$ cat config.mk
export PLATFORM = sky130hd
export DESIGN_NAME = solver_ram_stream_loader
export DESIGN_NICKNAME = d
export VERILOG_FILES = /design/src/rtl/solver_ram_pkg.sv /design/src/rtl/solver_ram_skid_fifo.sv /design/src/rtl/solver_ram_stream_loader.sv
export SDC_FILE = /design/constraint.sdc
export NUM_CORES = 1
export LEC_CHECK = 0
export ABC_AREA = 0
export CORE_ASPECT_RATIO = 1.25
export CORE_MARGIN = 2
export CORE_UTILIZATION = 25
export DETAILED_ROUTE_END_ITERATION = 10
export PLACE_DENSITY = 0.51
export SETUP_SLACK_MARGIN = 0.15
export SLEW_MARGIN = 10
export SYNTH_ARGS = -nofsm -noshare
export SYNTH_HDL_FRONTEND = slang
export SYNTH_SLANG_ARGS = --single-unit
$ cat constraint.sdc
create_clock -name clk -period 5.4 [get_ports clk]
set_input_delay 1.62 -clock clk [delete_from_list [all_inputs] [get_ports clk]]
set_output_delay 1.62 -clock clk [all_outputs]
set_load 0.005 [all_outputs]
$ cat src/rtl/solver_ram_pkg.sv
// solver_ram_pkg: RAM geometry, loader FSM states and the
// wrapping address increment shared by the stream loader.
package solver_ram_pkg;

  localparam int SOLVER_RAM_DEPTH  = 6000;
  localparam int SOLVER_RAM_ADDR_W = 13;
  localparam int SOLVER_RAM_DATA_W = 32;

  typedef enum logic [1:0] {
    IDLE,
    LOAD,
    DUMP,
    FIN
  } state_t;

  // Next word address; wraps to 0 after depth-1.
  function automatic logic [SOLVER_RAM_ADDR_W-1:0] wrap_inc(
    input logic [SOLVER_RAM_ADDR_W-1:0] a,
    input int                           depth
  );
    if (int'(a) == depth - 1) return '0;
    return a + SOLVER_RAM_ADDR_W'(1);
  endfunction

endpackage

$ cat src/rtl/solver_ram_skid_fifo.sv
// solver_ram_skid_fifo: 2-entry FIFO absorbing RAM read data.
// Ports: push/push_data in, pop in, head/count out.
module solver_ram_skid_fifo
  import solver_ram_pkg::*;
#(
  parameter int DATA_W = SOLVER_RAM_DATA_W
) (
  input  logic              clk,
  input  logic              reset_n,
  input  logic              push,
  input  logic [DATA_W-1:0] push_data,
  input  logic              pop,
  output logic [DATA_W-1:0] head,
  output logic [1:0]        count
);

  logic [DATA_W-1:0] mem_q [2];
  logic [DATA_W-1:0] mem_d [2];
  logic              wp_q, wp_d;
  logic              rp_q, rp_d;
  logic [1:0]        cnt_q, cnt_d;

  always_comb begin
    mem_d = mem_q;
    wp_d  = wp_q;
    rp_d  = rp_q;
    if (push) begin
      mem_d[wp_q] = push_data;
      wp_d        = ~wp_q;
    end
    if (pop) rp_d = ~rp_q;
    cnt_d = cnt_q + {1'b0, push} - {1'b0, pop};
  end

  always_ff @(posedge clk or negedge reset_n) begin
    if (!reset_n) begin
      mem_q[0] <= '0;
      mem_q[1] <= '0;
      wp_q     <= 1'b0;
      rp_q     <= 1'b0;
      cnt_q    <= 2'd0;
    end else begin
      mem_q <= mem_d;
      wp_q  <= wp_d;
      rp_q  <= rp_d;
      cnt_q <= cnt_d;
    end
  end

  assign head  = mem_q[rp_q];
  assign count = cnt_q;

endmodule

$ cat src/rtl/solver_ram_stream_loader.sv
// solver_ram_stream_loader: Avalon-ST <-> single-port RAM bridge.
// Ports: start/mode/base_addr/word_count command, busy/done/err/
// short_pkt status, snk_* load stream, src_* dump stream, ram_*
// RAM master. SOLVER_RAM_LOADER_CHECKSUM_EN adds checksum[31:0].
module solver_ram_stream_loader
  import solver_ram_pkg::*;
#(
  parameter int DEPTH  = SOLVER_RAM_DEPTH,
  parameter int ADDR_W = SOLVER_RAM_ADDR_W,
  parameter int DATA_W = SOLVER_RAM_DATA_W
) (
  input  logic                clk,
  input  logic                reset_n,
  input  logic                start,
  input  logic                mode,
  input  logic [ADDR_W-1:0]   base_addr,
  input  logic [ADDR_W-1:0]   word_count,
  output logic                busy,
  output logic                done,
  output logic                err,
  output logic                short_pkt,
  input  logic [DATA_W-1:0]   snk_data,
  input  logic                snk_valid,
  output logic                snk_ready,
  input  logic                snk_eop,
  output logic [DATA_W-1:0]   src_data,
  output logic                src_valid,
  input  logic                src_ready,
  output logic                src_sop,
  output logic                src_eop,
  output logic [ADDR_W-1:0]   ram_address,
  output logic [DATA_W/8-1:0] ram_byteenable,
  output logic                ram_chipselect,
  output logic                ram_write,
  output logic [DATA_W-1:0]   ram_writedata,
  output logic                ram_clken,
  input  logic [DATA_W-1:0]   ram_readdata
`ifdef SOLVER_RAM_LOADER_CHECKSUM_EN
  ,
  output logic [31:0]         checksum
`endif
);

  localparam int CW = ADDR_W + 1;
  localparam logic [CW-1:0] ONE = CW'(1);

  state_t            state_q, state_d;
  logic [ADDR_W-1:0] ptr_q, ptr_d;
  logic [CW-1:0]     rem_q, rem_d;
  logic [CW-1:0]     iss_q, iss_d;
  logic              first_q, first_d;
  logic              infl_q, infl_d;
  logic              short_q, short_d;
  logic              err_q, err_d;

  logic [1:0]        fifo_cnt;
  logic [DATA_W-1:0] fifo_head;
  logic [2:0]        occ;
  logic              bad_cmd, beat, issue, pop;

  assign bad_cmd = (base_addr >= ADDR_W'(DEPTH))
                || (word_count > ADDR_W'(DEPTH));

  assign occ       = {1'b0, fifo_cnt} + {2'b0, infl_q};
  assign src_valid = (fifo_cnt != 2'd0);
  assign pop       = src_valid && src_ready;
  assign beat      = (state_q == LOAD) && snk_valid;

  // A pop in the same cycle frees a slot, which keeps the
  // read pipe full at one word per clock.
  assign issue = (state_q == DUMP) && (iss_q != '0)
              && ((occ < 3'd2) || pop);

  solver_ram_skid_fifo #(
    .DATA_W(DATA_W)
  ) u_fifo (
    .clk      (clk),
    .reset_n  (reset_n),
    .push     (infl_q),
    .push_data(ram_readdata),
    .pop      (pop),
    .head     (fifo_head),
    .count    (fifo_cnt)
  );

  always_comb begin
    state_d = state_q;
    ptr_d   = ptr_q;
    rem_d   = rem_q;
    iss_d   = iss_q;
    first_d = first_q;
    short_d = short_q;
    err_d   = 1'b0;
    infl_d  = issue;
    unique case (state_q)
      IDLE: begin
        if (start) begin
          if (bad_cmd) begin
            err_d = 1'b1;
          end else begin
            short_d = 1'b0;
            ptr_d   = base_addr;
            rem_d   = CW'(word_count);
            iss_d   = CW'(word_count);
            first_d = 1'b1;
            if (word_count == '0) state_d = FIN;
            else if (mode)        state_d = DUMP;
            else                  state_d = LOAD;
          end
        end
      end
      LOAD: begin
        if (beat) begin
          ptr_d = wrap_inc(ptr_q, DEPTH);
          rem_d = rem_q - ONE;
          if (rem_q == ONE) begin
            state_d = FIN;
          end else if (snk_eop) begin
            state_d = FIN;
            short_d = 1'b1;
          end
        end
      end
      DUMP: begin
        if (issue) begin
          ptr_d = wrap_inc(ptr_q, DEPTH);
          iss_d = iss_q - ONE;
        end
        if (pop) begin
          first_d = 1'b0;
          rem_d   = rem_q - ONE;
          if (rem_q == ONE) state_d = FIN;
        end
      end
      FIN:     state_d = IDLE;
      default: state_d = IDLE;
    endcase
  end

  always_ff @(posedge clk or negedge reset_n) begin
    if (!reset_n) begin
      state_q <= IDLE;
      ptr_q   <= '0;
      rem_q   <= '0;
      iss_q   <= '0;
      first_q <= 1'b0;
      infl_q  <= 1'b0;
      short_q <= 1'b0;
      err_q   <= 1'b0;
    end else begin
      state_q <= state_d;
      ptr_q   <= ptr_d;
      rem_q   <= rem_d;
      iss_q   <= iss_d;
      first_q <= first_d;
      infl_q  <= infl_d;
      short_q <= short_d;
      err_q   <= err_d;
    end
  end

  assign busy      = (state_q == LOAD) || (state_q == DUMP);
  assign done      = (state_q == FIN);
  assign err       = err_q;
  assign short_pkt = short_q;
  assign snk_ready = (state_q == LOAD);

  assign ram_chipselect = beat || issue;
  assign ram_write      = beat;
  assign ram_address    = (beat || issue) ? ptr_q : '0;
  assign ram_writedata  = beat ? snk_data : '0;
  assign ram_byteenable = '1;
  assign ram_clken      = 1'b1;

  assign src_data = src_valid ? fifo_head : '0;
  assign src_sop  = src_valid && first_q;
  assign src_eop  = src_valid && (rem_q == ONE);

`ifdef SOLVER_RAM_LOADER_CHECKSUM_EN
  logic [31:0] csum_q, csum_d;
  logic        accept;

  assign accept = (state_q == IDLE) && start && !bad_cmd;

  always_comb begin
    csum_d = csum_q;
    if (accept)    csum_d = '0;
    else if (beat) csum_d = csum_q + 32'(snk_data);
    else if (pop)  csum_d = csum_q + 32'(src_data);
  end

  always_ff @(posedge clk or negedge reset_n) begin
    if (!reset_n) csum_q <= '0;
    else          csum_q <= csum_d;
  end

  assign checksum = csum_q;
`endif

endmodule
==> qor.yml, run 1 <==
cts_buffers: 17
antenna_found_initial: 1
synth-edff-count: 0
grt_overflow: 0
post_drt_wl_per_cell_um: 17.6
ys_async_sr_fraction_pct: 100
gp_congestion: 0.777
firstDrtPassIters: 6
cts_max_level: 4
synth_area_leaders: "dfrtp_1 42%, mux2_2 11%, mux2i_1 5.5%"
grt_pass1_vias: 6234
worst_pin_slew_ns: 1.09
synth.avg_cell_area_um2: 10.1
min_from: "u_fifo.mem_q[57]$_DFFE_PN0P_"
post_cts_buffers: 0
cts_tree: "done"
postRouteAntennaNets: 0
r2r-start: "state_q[1]$_DFFE_PN0P_"
yosysWarnings: 0
reg2reg_depth: 9
io_pins: 189
drt_wl_total_mm: 21.3
clock-root-buffer: "clkbuf_16"
yosys_most_used_dff: "dfrtp_1"
layout-drive-gt1-share_pct: 16.6
powerDensity_nw_per_um2: 632
die_area_um2: 28900
post-route-drc-count: 0
setup_viol: 0
synth_cell_type_count: 71
synth_top_area_cell: "dfrtp_1"
path_max_fanout: 14
critPathLaunchType: "primary input"
status: "finished, final reports clean"
min_period_ns: 5.13
grtUsageTotal_pct: 14.9
max_freq_ghz: 0.195
cts_sinks: 115
maxCapViolCount: 0
cts_buffer_depth: 2
synth_top_area_share_pct: 41.8
cts_hold_buf: 0
dp_hpwl_mm: 14.5
crit_path_end_kind: "output pin"
vias: 6038
total_leakage_power_nw: 4.00
netlist_instances: 682
ir_drop_mv: 0.522
crit_start: "src_ready"
worstSetupPathType: "primary input to output pin"
worstSkewPairLatency_ns: 0.41
synth_seq_cells: 115
finalHoldViolCount: 0
hold_path.class: "flop to flop"
skew_ns: 0.0107
fin_setup_tns_ns: 0
grt_pass1_wl_mm: 34.7
min_path_cells: 1
dp_slack_ns: 0.171
layout.nets: 959
die-width_um: 152
setup_ws_ns: 0.269
grt_max_degree: 58
period_share_pct: 95.0
netlist_area_um2: 6890
cp.required_ns: 3.78
rows: 67
via_per_inst: 4.99
cp.arrival_ns: 3.51
maxSlewViolCount: 0
path_clk_slew_ns: 0.05
core-area_um2: 27000
area_growth_pct: 40.6
numPortBuffers: 183
ys_seq_area_share_pct: 41.8
final_cells: 1210
initial_core_util_pct: 25.5
rsz0062_at_grt: "false"
fp.dieH_um: 190
relSlewSlack_pct: 27.3
first_iter_violations: 345
cts-resized-gates: 0
post-place-cells: 1176
fill_cells: 2801
holdWs_ns: 0.502
==> final timing paths <==
| path | to | slack, ns |
|---|---|---|
| min in group asynchronous | rem_q[4]$_DFFE_PN0P_ | 1.29 |
| hold / removal | u_fifo.mem_q[57]$_DFFE_PN0P_ | 0.50 |
| hold reg to reg | u_fifo.mem_q[57]$_DFFE_PN0P_ | 0.50 |
| setup / recovery | ram_address[4] | 0.27 |
| max in group asynchronous | u_fifo.mem_q[21]$_DFFE_PN0P_ | 3.13 |
| setup reg to reg | rem_q[6]$_DFFE_PN0P_ | 2.62 |
==> per-stage QoR <==
step / total power, mW / util (%) / cell area, µm²
3_3_place_gp: 4.91 / 33.5 / 9030
3_5_place_dp: 4.94 / 33.5 / 9030
4_1_cts: 6.21 / 35.8 / 9680
6_report: 6.12 / 35.9 / 9680
2_1_floorplan: 3.68 / - / 6900
5_1_grt: 6.62 / 35.8 / 9680
==> placed cells by master, fill, tap and decap left out, types with 20 or more instances in the layout <==
master           count
clkdlybuf4s50_1    182
nand2_1             26
mux2_2              68
nor2_1              58
dfrtp_1            114
and3_1              40
inv_1               24
nor4_1              20
a21oi_1             22
mux2i_1             38
==> registers in the layout (all words and copies together), names as in the netlist <==
register,flops
u_fifo.count,2
ptr_q,13
iss_q,14
rem_q,14
u_fifo.wp_q,1
err,1
u_fifo.mem_q,64
first_q,1
short_pkt,1
state_q,2
u_fifo.rp_q,1
infl_q,1
==> critical path, stage by stage <==
cell and delay, ns:
clkdlybuf4s50_1 0.43, o21a_1 0.25, and2_1 0.16, or2_2 0.40
and2_1 0.20, clkdlybuf4s50_1 0.45
==> cell families (layout without fill, tap and decap cells) <==
| family | Yosys count | in the layout | share of synthesized area (%) |
|---|---|---|---|
| other | 1 | 7 | 0.0545 |
| AO/OA/AOI/OAI | 130 | 130 | 14.5 |
| AND/OR/NAND/NOR | 235 | 235 | 19.1 |
| adder cells (fa/ha/maj) | 12 | 12 | 2.18 |
| flip-flops | 115 | 115 | 41.8 |
| XOR/XNOR | 4 | 4 | 0.509 |
| buffers and inverters | 79 | 256 | 5.18 |
| multiplexers | 106 | 106 | 16.6 |
==> per-layer routing <==
| metal | wire length, µm | vias to the layer above | global-route usage [%] |
|---|---|---|---|
| met3 | 1090 | 23 | 3.21 |
| met1 | 9320 | 2974 | 18.7 |
| met5 | 0 | - | 0 |
| li1 | - | 2868 | - |
| met4 | 373 | 0 | 4.38 |
| met2 | 10500 | 173 | 26.0 |
==> synth_stat cells, types with 4 or more instances <==
master    number
a21oi_1       22
a221oi_2       7
a31oi_1        7
and2_1        16
and3_1        40
buf_1          6
buf_2          6
buf_4          6
buf_6          4
clkbuf_1      31
dfrtp_1      115
ha_1          12
inv_1         24
mux2_2        68
mux2i_1       38
nand2_1       26
nand3_1        9
nand4_1        5
nand4b_1       5
nor2_1        59
nor2b_1        7
nor3_1        13
nor4_1        20
o21ai_0       10
o21ai_1       12
o31ai_1       12
o41ai_1       18
or2_2          6
or4_1          4
==> power breakdown <==
group | switching, mW | total (mW) | internal, mW
clock network | 0.439 | 1.23 | 0.790
registers | 0.431 | 1.74 | 1.31
logic | 1.51 | 3.15 | 1.64
total | 2.38 | 6.12 | 3.74
==> layout make-up <==
| cell class | count | area [µm²] | share of cell area, % |
|---|---|---|---|
| Multi-Input combinational cell | 492 | 3680 | 38.0 |
| Sequential cell | 115 | 2880 | 29.7 |
| Timing Repair Buffer | 198 | 1940 | 20.1 |
| Clock buffer | 18 | 439 | 4.54 |
| Tap cell | 345 | 432 | 4.46 |
| Clock inverter | 14 | 204 | 2.11 |
| Inverter | 26 | 97.6 | 1.01 |
| Antenna cell | 2 | 5.00 | 0.0517 |
Power figures use the tool's default switching activity.
==> inputs of run 2 (changes only) <==
--- a/config.mk
+++ b/config.mk
@@ -10,9 +10,9 @@
 export CORE_MARGIN = 2
 export CORE_UTILIZATION = 25
 export DETAILED_ROUTE_END_ITERATION = 10
+export MAX_ROUTING_LAYER = met4
 export PLACE_DENSITY = 0.51
 export SETUP_SLACK_MARGIN = 0.15
-export SLEW_MARGIN = 10
 export SYNTH_ARGS = -nofsm -noshare
 export SYNTH_HDL_FRONTEND = slang
 export SYNTH_SLANG_ARGS = --single-unit
==> run 2 against run 1 <==
- count of clock-buffer cells in the layout did not move
- via count rose by 0.73%
- core utilization did not move
- routed wire length fell by 0.21%
- clock skew rose by 0.0023 ns
==> qor.yml, run 2 (same netlist as run 1, synthesis figures left out) <==
crit_path_end_kind: "output pin"
final_area_um2: 9680  # unchanged
worstSetupPathType: "primary input to output pin"
maxCapViolCount: 0  # unchanged
grt_pass1_vias: 6255  # +0.34%
crit_path_end: "ram_address[4]"
post-place-cells: 1176  # unchanged
largest_reg_flops: 64  # unchanged
grt_overflow: 0  # unchanged
cts_max_level: 4  # unchanged
numPortBuffers: 183  # unchanged
area_growth_pct: 40.6  # unchanged
ff2ff_setup_slack_ns: 2.62  # about the same
dr_wl_met3_mm: 1.10  # +1.0%
core-area_um2: 27000  # unchanged
antenna_found_initial: 1  # unchanged
rr_endpoint: "rem_q[6]$_DFFE_PN0P_"
routed-wl-met2_mm: 10.5  # -0.18%
min_period_ns: 5.13  # +0.00105 ns
cts_tree: "done"
drt_wl_total_mm: 21.3  # -0.21%
firstDrtPassIters: 5  # -1
worstSkewPairLatency_ns: 0.41  # about the same
multi_input_area_um2: 3680  # unchanged
dp_hpwl_mm: 14.5  # unchanged
via_per_inst: 5.03  # +0.73%
seqCellArea_um2: 2880  # unchanged
fp.dieH_um: 190  # unchanged
postRouteAntennaNets: 0  # unchanged
dp_slack_ns: 0.171  # unchanged
status: "finished, final reports clean"
finalHoldViolCount: 0  # unchanged
crit_chain: "clkdlybuf4s50_1 -> o21a_1 -> and2_1 -> or2_2 -> and2_1 -> clkdlybuf4s50_1"
wl_met1_mm: 9.30  # -0.26%
crit_slowest_cell: "clkdlybuf4s50_1"
path_max_fanout: 14  # unchanged
ir_drop_mv: 0.518  # -0.80%
fill_cells: 2802  # +0.036%
die_area_um2: 28900  # unchanged
period_share_pct: 95.0  # about the same
first_iter_violations: 379  # +9.9%
top_layer_used: "met4"
hold_path.class: "flop to flop"
setup_ws_ns: 0.268  # -0.00105 ns
initial_core_util_pct: 25.5  # unchanged
top_register: "u_fifo.mem_q"
critPathLaunchType: "primary input"
reg2reg_depth: 9  # unchanged
cp_num_cells: 6  # unchanged
worst_pin_slew_ns: 1.09  # -0.00457 ns
max_freq_ghz: 0.195  # about the same
rows: 67  # unchanged
final_common_cell: "clkdlybuf4s50_1"
total_leakage_power_nw: 4.00  # about the same
post-route-drc-count: 0  # unchanged
clock-root-buffer: "clkbuf_16"
die-width_um: 152  # unchanged
final_cell_mix: "182 x clkdlybuf4s50_1, 114 x dfrtp_1, 68 x mux2_2, 58 x nor2_1, 40 x and3_1"
cts_buffers: 17  # unchanged
largestRegisters: "u_fifo.mem_q: 64 flops, iss_q: 14 flops, rem_q: 14 flops"
layout.nets: 959  # unchanged
cts_buffer_depth: 2  # unchanged
maxSlewViolCount: 0  # unchanged
max_stage_delay_ns: 0.45  # about the same
placed_cell_area_um2: 9030  # unchanged
r2r-start: "state_q[1]$_DFFE_PN0P_"
rsz0062_at_grt: "false"
layout-drive-gt1-share_pct: 16.6  # unchanged
cp.arrival_ns: 3.51  # about the same
crit_start: "src_ready"
cts_hold_buf: 0  # unchanged
post_drt_wl_per_cell_um: 17.6  # -0.21%
vias: 6082  # +0.73%
powerDensity_nw_per_um2: 632  # about the same
grt_max_degree: 58  # unchanged
fin_setup_tns_ns: 0  # unchanged
grtUsageTotal_pct: 15.4  # +0.45 points
io_pins: 189  # unchanged
grt_pass1_wl_mm: 34.7  # about the same
cp_num_buf_inv: 2  # unchanged
setup_viol: 0  # unchanged
cp.required_ns: 3.78  # about the same
skew_ns: 0.0130  # +0.00234 ns
gp_congestion: 0.787  # +1.4%
relSlewSlack_pct: 27.6  # +0.31 points
final_cells: 1210  # unchanged
cts_sinks: 115  # unchanged
path_clk_slew_ns: 0.05  # about the same
p_total_mw: 6.12  # about the same
critical-path-top-delay-family: "buffers and inverters"
run 2: worst min-delay path by stage:
stage	from	end	slack, ns	cells past startpoint
finish	u_fifo.mem_q[57]$_DFFE_PN0P_	u_fifo.mem_q[57]$_DFFE_PN0P_	0.50	1
global route	u_fifo.mem_q[33]$_DFFE_PN0P_	u_fifo.mem_q[33]$_DFFE_PN0P_	0.52	1
CTS	u_fifo.mem_q[21]$_DFFE_PN0P_	u_fifo.mem_q[21]$_DFFE_PN0P_	0.51	1
detailed placement	short_pkt$_DFFE_PN0P_	short_pkt$_DFFE_PN0P_	0.49	2
global placement	u_fifo.mem_q[20]$_DFFE_PN0P_	u_fifo.mem_q[20]$_DFFE_PN0P_	0.49	1
floorplan	u_fifo.wp_q$_DFFE_PN0P_	u_fifo.wp_q$_DFFE_PN0P_	0.46	1
run 2: final cells by class:
cell class / instances / share of cell area (%)
multi-input cells: 492 / 38.0
inverters: 26 / 1.01
diodes: 2 / 0.0517
clock buffers: 18 / 4.54
clock inverters: 14 / 2.11
flip-flops and latches: 115 / 29.7
repair buffers: 198 / 20.1
well taps: 345 / 4.46
run 2: worst reg2reg max path: cells and delay by family, from the launching register on:
family	cells	cell delay, ns
flip-flops	1	0.37
buffers and inverters	3	0.57
AO/OA/AOI/OAI	2	0.58
adder cells (fa/ha/maj)	1	0.18
AND/OR/NAND/NOR	3	0.97
run 2: metal layers:
layer	GRT usage, %	vias to the layer above
met5	-	-
met4	4.27	0
met3	3.26	26
met2	26.0	192
met1	18.7	2997
li1	-	2867
run 2: per-stage QoR:
step / utilization (%) / hold WS (ns)
2_1_floorplan: - / 0.463
3_3_place_gp: 33.5 / 0.487
3_5_place_dp: 33.5 / 0.492
4_1_cts: 35.8 / 0.505
5_1_grt: 35.9 / 0.517
6_report: 35.9 / 0.502
run 2: repair_timing:
| action | in CTS | in global routing |
|---|---|---|
| setup endpoints to repair | 0 | 13 |
| gates resized for setup | 0 | 1 |
| buffers inserted | 0 | 0 |
run 2: power by group:
part           switching [mW]  internal, mW  total, mW
clock                   0.438         0.790       1.23
sequential              0.428          1.31       1.74
combinational            1.51          1.64       3.15
==> inputs of run 3 (changes only) <==
--- a/config.mk
+++ b/config.mk
@@ -13,6 +13,8 @@
 export MAX_ROUTING_LAYER = met4
 export PLACE_DENSITY = 0.51
 export SETUP_SLACK_MARGIN = 0.15
+export SKIP_LAST_GASP = 1
 export SYNTH_ARGS = -nofsm -noshare
 export SYNTH_HDL_FRONTEND = slang
+export SYNTH_HIERARCHICAL = 1
 export SYNTH_SLANG_ARGS = --single-unit
==> run 3 against run 2 <==
- core utilization down 0.17 points
- cell count is 0.50% lower
- clock power down 6%
- die area about the same
- global-route usage down 0.50 points
- count of clock-buffer cells in the layout is 1 higher
- non-clock buffer count fell by 2
- highest routed layer unchanged
- synthesized area is essentially flat
- largest cell class unchanged
- critical endpoint is now ram_address[0]
- routed wire length is 2.8% lower
- fmax increased by 2.6%
- power shrank 2.5%
- worst hold slack lost 0.023 ns
- largest power group unchanged
==> qor.yml, run 3 <==
maxSlewViolCount: 0  # unchanged
status: "finished, final reports clean"
crit_chain: "clkdlybuf4s50_1 -> o21ai_0 -> a31oi_4 -> nor2_4 -> nor2b_1 -> clkdlybuf4s50_1"
placed_cell_area_um2: 9020  # -0.17%
core-area_um2: 27000  # unchanged
cts_tree: "done"
grt_pass1_wl_mm: 33.7  # -2.7%
diodes: 0  # -2
io_pins: 189  # unchanged
rsz0062_at_grt: "false"
total_leakage_power_nw: 3.91  # -2.2%
synth_cell_type_count: 67  # -5.6%
final_area_um2: 9630  # -0.48%
grtUsageTotal_pct: 14.9  # -0.50 points
cts_buffers: 17  # unchanged
cp_num_buf_inv: 2  # unchanged
max_stage_delay_ns: 0.47  # +0.02 ns
ys_async_sr_fraction_pct: 100  # unchanged
finalHoldViolCount: 0  # unchanged
p_total_mw: 5.96  # -2.5%
post_drt_wl_per_cell_um: 17.2  # -2.3%
drt_wl_total_mm: 20.7  # -2.8%
top_register: "u_fifo/mem_q"
synth_area_leaders: "dfrtp_1 42%, mux2_4 6.5%, mux2_2 6.0%"
grt_pass1_vias: 6192  # -1.0%
max_freq_ghz: 0.200  # +2.6%
setup_ws_ns: 0.398  # +0.130 ns
ys_seq_area_share_pct: 41.8  # about the same
path_max_fanout: 14  # unchanged
vias: 5872  # -3.5%
final_common_cell: "clkdlybuf4s50_1"
largest_reg_flops: 64  # unchanged
gp_congestion: 0.805  # +2.3%
maxCapViolCount: 0  # unchanged
initial_core_util_pct: 25.5  # about the same
synth.avg_cell_area_um2: 10.3  # +1.8%
ff2ff_setup_slack_ns: 2.32  # -0.30 ns
fin_setup_tns_ns: 0  # unchanged
crit_path_end_kind: "output pin"
path_clk_slew_ns: 0.05  # about the same
relSlewSlack_pct: 22.5  # -5.0 points
clock-root-buffer: "clkbuf_16"
synth-edff-count: 0  # unchanged
die-width_um: 152  # about the same
dp_slack_ns: -0.190  # -0.361 ns
period_share_pct: 92.6  # -2.4 points
min_period_ns: 5.00  # -0.130 ns
critical-path-top-delay-family: "buffers and inverters"
cpMostUsedCell: "clkdlybuf4s50_1"
cts_buffer_depth: 2  # unchanged
fill_cells: 2736  # -2.4%
worstSkewPairLatency_ns: 0.41  # about the same
skew_ns: 0.0136  # +0.000603 ns
cp.required_ns: 3.78  # about the same
powerDensity_nw_per_um2: 619  # -2.0%
synth_most_common_cell: "dfrtp_1"
area_growth_pct: 39.9
worst_pin_slew_ns: 1.15  # +0.0675 ns
dp_hpwl_mm: 14.7  # +1.1%
synth_top_area_cell: "dfrtp_1"
layout-drive-gt1-share_pct: 14.8  # -1.8 points
cts_max_level: 4  # unchanged
post-route-util_pct: 35.7  # -0.17 points
antenna_found_initial: 0  # -1
final_cell_mix: "182 x clkdlybuf4s50_1, 114 x dfrtp_1, 52 x nor2b_1, 41 x and3_1, 40 x nor2_1"
first_iter_violations: 321  # -15%
grt_max_degree: 64  # +10%
yosysWarnings: 6  # +6
post-route-drc-count: 0  # unchanged
via_per_inst: 4.88  # -3.0%
die_area_um2: 28900  # about the same
setup_viol: 0  # unchanged
cts_sinks: 115  # unchanged
postRouteAntennaNets: 0  # unchanged
numPortBuffers: 183  # unchanged
grt_overflow: 0  # unchanged
largestRegisters: "u_fifo/mem_q: 64 flops, iss_q: 14 flops, rem_q: 14 flops"
synth_seq_cells: 115  # unchanged
ys_top_cells_by_count: "115 x dfrtp_1, 53 x nor2b_1, 42 x nor2_1"
rows: 67  # unchanged
worstSetupPathType: "primary input to output pin"
cp.arrival_ns: 3.38  # -0.13 ns
hold_path.class: "flop to flop"
yosys_most_used_dff: "dfrtp_1"
firstDrtPassIters: 4  # -1
critPathLaunchType: "primary input"
ir_drop_mv: 0.253  # -51%
netlist_instances: 670  # -1.8%
netlist_area_um2: 6890  # about the same
layout.nets: 955  # -0.42%
fp.dieH_um: 190  # about the same
crit_slowest_cell: "clkdlybuf4s50_1"
synth_top_area_share_pct: 41.8  # about the same
==> run 3: cell count changes after synthesis, sizes merged, moves of 11 or more <==
cell / previous run / this run
o22ai: 3 / 15
o31ai: 12 / 1
mux2: 68 / 97
nor2b: 7 / 53
nor4: 20 / 7
mux2i: 38 / 5
nor3: 15 / 27
nor2: 60 / 42
o41ai: 19 / 1
o21ai: 22 / 40
==> run 3: worst paths after layout <==
| kind | from | endpoint | depth (start not counted) |
|---|---|---|---|
| worst max register to register | state_q[1]$_DFFE_PN0P_ | rem_q[10]$_DFFE_PN0P_ | 8 |
| worst max-delay path | src_ready | ram_address[0] | 6 |
| worst min register to register | iss_q[13]$_DFFE_PN0P_ | iss_q[13]$_DFFE_PN0P_ | 1 |
| max in group asynchronous | reset_n | iss_q[0]$_DFFE_PN0P_ | 2 |
| min in group asynchronous | reset_n | u_fifo/mem_q[25]$_DFFE_PN0P_ | 1 |
| worst min-delay path | iss_q[13]$_DFFE_PN0P_ | iss_q[13]$_DFFE_PN0P_ | 1 |
==> run 3: worst reg2reg max path, stage by stage (launching register included) <==
cell and delay (ns):
dfrtp_1 0.40, inv_1 0.14, ha_1 0.36, nor2b_1 0.55
nor3_2 0.14, and2_1 0.31, o21ai_1 0.68, nor3_1 0.16
a211oi_1 0.23
==> run 3: power by group <==
group,switching [mW],internal (mW)
clock,0.431,0.733
sequential,0.401,1.31
combinational,1.41,1.68
total,2.24,3.73
==> run 3: cell type report <==
| type | instances | area, µm² | area share, % |
|---|---|---|---|
| Sequential cell | 115 | 2880 | 29.9 |
| Inverter | 17 | 63.8 | 0.662 |
| Clock inverter | 13 | 176 | 1.83 |
| Tap cell | 345 | 432 | 4.48 |
| Clock buffer | 19 | 433 | 4.49 |
| Timing Repair Buffer | 196 | 1940 | 20.1 |
| Multi-Input combinational cell | 499 | 3710 | 38.5 |
==> run 3: metrics by stage <==
step	instances	hold WS, ns
detailed placement	1172	0.477
CTS	1204	0.491
floorplan	674	0.438
global placement	1172	0.463
global route	1204	0.502
finish	1204	0.480
==> run 3: layer usage <==
metal  track usage [%]  wire length (µm)  vias to the layer above
li1                  -                 -                     2788
met1              19.5              9690                     2831
met2              23.7              9690                      232
met3              2.98               990                       21
met4              4.06               309                        0
met5                 -                 0                        -
==> run 3: cells by family (layout without fill, tap and decap cells) <==
family	Yosys count	count (layout)	synth area share, %
xor gates and xnor gates	4	4	0.509
DFF	115	115	41.8
AOI/OAI and AO/OA	128	128	12.2
muxes	102	102	18.2
adders and majority gates	12	12	2.18
and+or+nand+nor	248	248	20.3
other	1	5	0.0544
buffers and inverters	60	245	4.81
==> run 3: timing repair <==
action | in CTS | in global routing
buffers inserted | 0 | 0
resized for setup | 2 | 0
hold buffers | 0 | 0
endpoints found under the setup margin | 14 | 0
